### src/rtl/rom_rd_arbiter.sv
// Two-port round-robin read arbiter in front of a small synchronous ROM.
// One access at a time: sample requests in IDLE, strobe the ROM for one
// cycle, wait out the ROM latency, capture data and pulse rvalid.
module rom_rd_arbiter #(
  parameter int AW      = 2,
  parameter int DW      = 4,
  parameter int ROM_LAT = 1
) (
  input  logic          clk,
  input  logic          rst,
  input  logic          req0,
  input  logic [AW-1:0] addr0,
  output logic          gnt0,
  output logic          rvalid0,
  output logic [DW-1:0] rdata0,
  input  logic          req1,
  input  logic [AW-1:0] addr1,
  output logic          gnt1,
  output logic          rvalid1,
  output logic [DW-1:0] rdata1,
  output logic          rom_cs,
  output logic          rom_rd_en,
  output logic [AW-1:0] rom_addr,
  input  logic [DW-1:0] rom_data,
  output logic          busy
);

  // A latency outside what the 3-bit wait counter can express is unusable.
  if (ROM_LAT < 1 || ROM_LAT > 8) begin : g_bad_lat
    $error("rom_rd_arbiter: ROM_LAT=%0d outside 1..8", ROM_LAT);
  end

  typedef enum logic [1:0] {IDLE, ISSUE, WAIT, RESP} state_t;

  localparam logic [2:0] CNT_INIT = 3'(ROM_LAT - 1);

  state_t     state;
  logic       ptr;   // requester favoured on a tie
  logic       win;   // requester owning the current access
  logic [2:0] cnt;
  logic       pick;

  // Single request wins outright; a tie goes to ptr.
  assign pick = (req0 && req1) ? ptr : req1;

  // Arbiter FSM; every output is a register so strobes are glitch-free.
  always_ff @(posedge clk) begin
    if (rst) begin
      state     <= IDLE;
      ptr       <= 1'b0;
      win       <= 1'b0;
      cnt       <= '0;
      gnt0      <= 1'b0;
      gnt1      <= 1'b0;
      rvalid0   <= 1'b0;
      rvalid1   <= 1'b0;
      rdata0    <= '0;
      rdata1    <= '0;
      rom_cs    <= 1'b0;
      rom_rd_en <= 1'b0;
      rom_addr  <= '0;
      busy      <= 1'b0;
    end else begin
      gnt0      <= 1'b0;
      gnt1      <= 1'b0;
      rvalid0   <= 1'b0;
      rvalid1   <= 1'b0;
      rom_cs    <= 1'b0;
      rom_rd_en <= 1'b0;
      case (state)
        IDLE: begin
          if (req0 || req1) begin
            // Strobes are set here so they are high during the ISSUE cycle.
            win       <= pick;
            rom_addr  <= pick ? addr1 : addr0;
            gnt0      <= ~pick;
            gnt1      <= pick;
            rom_cs    <= 1'b1;
            rom_rd_en <= 1'b1;
            busy      <= 1'b1;
            state     <= ISSUE;
          end
        end
        ISSUE: begin
          ptr   <= ~win;
          cnt   <= CNT_INIT;
          state <= WAIT;
        end
        WAIT: begin
          if (cnt == 3'd0) begin
            if (win) begin
              rdata1  <= rom_data;
              rvalid1 <= 1'b1;
            end else begin
              rdata0  <= rom_data;
              rvalid0 <= 1'b1;
            end
            state <= RESP;
          end else begin
            cnt <= cnt - 3'd1;
          end
        end
        RESP: begin
          busy  <= 1'b0;
          state <= IDLE;
        end
        default: state <= IDLE;
      endcase
    end
  end

endmodule

### config.mk
export PLATFORM = sky130hd
export DESIGN_NAME = rom_rd_arbiter
export DESIGN_NICKNAME = d
export VERILOG_FILES = /design/src/rtl/rom_rd_arbiter.sv
export SDC_FILE = /design/constraint.sdc
export NUM_CORES = 1
export LEC_CHECK = 0
export ABC_AREA = 0
export ABC_CLOCK_PERIOD_IN_PS = 4200
export BUFFER_PORTS_ARGS = -buffer_cell sky130_fd_sc_hd__buf_4
export CAP_MARGIN = 20
export CORE_MARGIN = 3
export CORE_UTILIZATION = 36
export CTS_BUF_LIST = sky130_fd_sc_hd__clkbuf_4 sky130_fd_sc_hd__clkbuf_8
export CTS_CLUSTER_DIAMETER = 100
export DETAILED_ROUTE_END_ITERATION = 8
export SLEW_MARGIN = 15
export SYNTH_ARGS = -nofsm -noshare
export SYNTH_HDL_FRONTEND = slang
export SYNTH_SLANG_ARGS = --single-unit
### constraint.sdc
create_clock -name clk -period 4.2 [get_ports clk]
set_input_delay 0.42 -clock clk [delete_from_list [all_inputs] [get_ports clk]]
set_output_delay 0.42 -clock clk [all_outputs]
set_load 0.05 [all_outputs]
# After elaboration in Yosys (flattened, before gate mapping)
# Cells that the tools add are included.
[totals] mem_bits_ro=0 out_inout_bits=17 mem_bits_rw=0 elab_cells=53 regBits=23 memories=0 latch_bits=0
[classes] n_addsub=1 shift=0 muxes=12 n_bitwise=6 eq_ne=6 n_lt_le_gt_ge=0 div=0 mul=0 n_reduce_logical=15
[op_table] cell="2-bit case mux with 4 select lines" n=1
[op_table] cell="2-bit AND reduction" n=4
[op_table] cell="2-bit two-way mux" n=3
[op_table] cell="2-bit != test (second input constant)" n=3
[op_table] cell="1-bit NOT" n=6
[op_table] cell="3-bit case mux with 2 select lines" n=1
[op_table] cell="3-bit AND reduction" n=2
[op_table] cell="3-bit OR reduction" n=2
[op_table] cell="1-bit two-way mux" n=5
[op_table] cell="2-bit equality test (second input constant)" n=2
[op_table] cell="2-bit nonzero test" n=2
[op_table] cell="3-bit zero test" n=1
[op_table] cell="3-bit two-way mux" n=1
[op_table] cell="3-bit by 1-bit subtractor with 3-bit output (second input constant)" n=1
[op_table] cell="2-bit by 1-bit equality test with 1-bit output (second input constant)" n=1
[op_table] cell="2-bit zero test" n=1
[op_table] cell="1-bit case mux with 2 select lines" n=1
[op_table] cell="2-bit OR reduction" n=1
[op_table] cell="1-bit logical AND" n=1
[op_table] cell="1-bit logical OR" n=1

# Longest topological paths before layout
[logic_depth] ltp_word=3 mapped_depth=6 mapped_depth_nobuf=6

# Worst setup path before layout
# Ideal clock, no wire load.
[synth_timing] kind="reg2reg" start="register cnt[0]" end="register rdata0[0]" arrival_ns=1.195 n_path_buf=0 setup_slack_ns=2.877 stages_incl_launch_ff=7 period_less_slack_ns=1.323 path_cell_list="dfxtp_1 > inv_1 > ha_1 > ha_1 > nand3b_1 > mux2i_1 > nor2_1"
[synth_between] elab_chain_cells=2
[synth_lines] item="start: declaration" line_no="40" source="logic [2:0] cnt;"
[synth_lines] item="start signal: assignment" line_no="100" source="cnt <= cnt - 3'd1;"
[synth_lines] item="3-bit zero test" line_no="90" source="if (cnt == 3'd0) begin"
[synth_lines] item="3-bit AND reduction (no line)"
[synth_lines] item="end signal: assignment" line_no="95" source="rdata0 <= rom_data;"
[synth_lines] item="end: declaration" line_no="15" source="output logic [DW-1:0] rdata0,"
# No other way between the ends.
# A chain may end at the register's enable or synchronous reset.

# Worst setup path after layout
# Same ends and word-level chain as after synthesis.

==> flow_metrics.py <==
metrics = {
    "worst_setup_path": {
        "crit_fanout": 5,
        "cp-start-kind": "register",
        "cp.required_ns": 4.41,
        "cp-end-kind": "register",
        "path_class": "register to register",
        "arrival_ns": 1.66,
    },
    "routing": {
        "wire_per_inst_microns": 11.7,
        "drtPass1Iterations": 4,
        "remaining_drc_errors": 0,
        "drt_iter0_markers": 9,
        "via_count": 769,
        "vias_per_cell": 4.81,
        "antenna_left": 0,
        "routed_wl_microns": 1870,
    },
    "status": {
        "status": "complete, no violations",
    },
    "sta": {
        "timing.final.crit_share_pct": 34.6,
        "finalClockSkew_ns": 0.00183,
        "setup_viol": 0,
        "slew_violations": 0,
        "fin_crit_ns": 1.45,
        "tightest_slew_ns": 0.321,
        "rsz0062_at_grt": "no",
        "setup_ws_ns": 2.75,
        "hold_ws_ns": 0.350,
        "tns_ns": 0,
        "max_freq_ghz": 0.688,
        "hold_violations": 0,
        "relSlewSlack_pct": 78.5,
    },
    "synthesis": {
        "synth-simple-area-share_pct": 16.3,
        "synth_top_family_by_area": "simple AND/OR/NAND/NOR gates",
        "synth_most_common_cell": "dfxtp_1",
        "synth_warnings": 0,
        "synth_flop_cell": "dfxtp_1",
        "ys_seq_area_share_pct": 47.2,
        "synthAdderAreaFrac_pct": 7.69,
        "yosysTopAreaCellShare_pct": 47.2,
        "synth_edf_count": 0,
        "syn-num-nets": 121,
        "synth-xor-area-share_pct": 0,
        "synth_compound_area_share_pct": 12.1,
        "synthDistinctLibCells": 26,
        "yosysTopAreaCell": "dfxtp_1",
        "syn_area_per_cell_sq_um": 9.48,
        "syn_area_sq_um": 976,
        "synth_cells": 103,
        "ys_ff_latch": 23,
        "async_reset_ff_share_pct": 0,
        "synth_top_cells_by_count": "dfxtp_1, nor2_1, mux2i_1, inv_1",
        "muxShareOfSynthArea_pct": 10.3,
        "synth.area.top_cells": "dfxtp_1, mux2i_1, ha_1",
    },
    "finish": {
        "multi_input_area_sq_um": 452,
        "stdcell_area_sq_um": 1220,
        "syn_to_final_growth_pct": 25.1,
        "diodes": 0,
        "nFillCells": 254,
        "drive_above_1_share_pct": 25.4,
        "fin_nets": 149,
        "final_core_util_pct": 48.4,
        "seqCellArea_sq_um": 460,
    },
    "global_routing": {
        "met1_usage_pct": 13.9,
        "grt_max_degree": 26,
        "grt_most_used_layer": "met2",
        "grt_pass1_wl_microns": 3040,
        "gr-usage-all-layers_pct": 11.6,
        "antenna_found_initial": 0,
        "use_met3_pct": 2.90,
        "overflow": 0,
        "grt_util_met2_pct": 19.5,
        "grt_pass1_vias": 709,
    },
    "power": {
        "peakVddDrop_mv": 0.368,
        "p_leak_nw": 0.581,
        "power_density_nw_per_um2": 616,
    },
    "clock_network": {
        "root_buffer": "clkbuf_4",
        "post_cts_buffers": 0,
        "ctsLongestPathBuffers": 2,
        "cts_resized": 0,
        "postCtsHoldBufs": 0,
        "cts_sinks": 23,
        "cts_tree": "done",
        "htree_num_levels": 1,
        "clk_latency_ns": 0.30,
        "cts_buffers": 3,
        "clk_pin_slew_ns": 0.13,
    },
    "placed_design": {
        "dp_hpwl_microns": 1420,
        "dpl_cell_area_sq_um": 1190,
        "numPortBuffers": 28,
        "gp_congestion": 0.685,
        "preCtsSetupSlack_ns": 2.76,
    },
    "floorplanning": {
        "die_h_microns": 58.1,
        "chipWidth_microns": 58.1,
        "die_area_sq_um": 3370,
        "core_sq_um": 2520,
        "start_util_pct": 38.7,
        "pin_count": 29,
        "row_count": 18,
    },
    "worst_hold_path": {
        "min_path_type": "input pin to register",
    },
    "run": {
        "max_cap_viol_count": 0,
    },
}
-- state kept, by name (all words and copies together), names as in the netlist --
| signal | count |
|---|---|
| cnt | 3 |
| gnt0 | 1 |
| rdata1 | 4 |
| rom_addr | 2 |
| rvalid0 | 1 |
| state | 2 |
| win | 1 |
| rom_rd_en | 1 |
| rvalid1 | 1 |
| busy | 1 |
| gnt1 | 1 |
| rdata0 | 4 |
| ptr | 1 |
-- per-stage QoR --
stage	power, mW	instances
detailed placement	0.658	156
finish	0.752	160
floorplan	0.566	103
CTS	0.762	160
global route	0.802	160
global placement	0.653	156
-- layer usage --
metal	routed length, microns	share of wire, %
met4	12	0.64
met3	91	4.9
met2	912	49
met5	0	0
met1	855	46
-- path summary, 6_finish.rpt --
check	slack, ns	cells past startpoint	start	endpoint
setup / recovery	2.75	6	cnt[0]	rdata0[0]
hold / removal	0.35	3	rom_data[1]	rdata1[1]
setup reg to reg	2.75	6	cnt[0]	rdata0[0]
hold reg to reg	0.48	2	rom_addr[1]	rom_addr[1]
-- critical path, cell delays in order (launching register included) --
cell and delay [ns]:
dfxtp_1 0.35, inv_1 0.06, ha_1 0.19, ha_1 0.21, nand3b_1 0.27, mux2i_1 0.23, nor2_1 0.05
-- power breakdown --
part	switching [mW]	internal [mW]	total, mW
Combinational	0.234	0.123	0.357
Sequential	0.0271	0.265	0.292
Clock	0.0680	0.0355	0.103
Total	0.329	0.423	0.752
-- area by class of cell --
class	instances	area share, %
multi-input combinational	66	37.0
tap	30	3.07
inverter	9	2.77
clock buffer	3	1.84
clock inverter	1	0.410
timing repair buffer	28	17.2
sequential	23	37.7
-- cell usage in the layout, fill, tap and decap left out --
cell type / n
a211oi_1: 1
a21boi_0: 1
a21oi_1: 4
a221oi_1: 2
a31oi_1: 2
and2_1: 1
and2b_1: 1
buf_4: 28
clkbuf_4: 3
clkinv_2: 1
dfxtp_1: 23
ha_1: 6
inv_1: 9
mux2i_1: 10
nand2_1: 1
nand2b_1: 6
nand3_1: 2
nand3b_1: 1
nor2_1: 17
nor2b_1: 1
nor3_1: 2
nor4_1: 1
o21a_1: 1
o21ai_0: 4
o21ai_4: 1
o32ai_1: 1
-- cell families after synthesis --
| logic type | after synthesis |
|---|---|
| simple gates | 33 |
| mux | 10 |
| buf+inv | 14 |
| fa+ha+maj | 6 |
| compound gates | 17 |
| flops | 23 |
(Power assumes the default switching activity.)
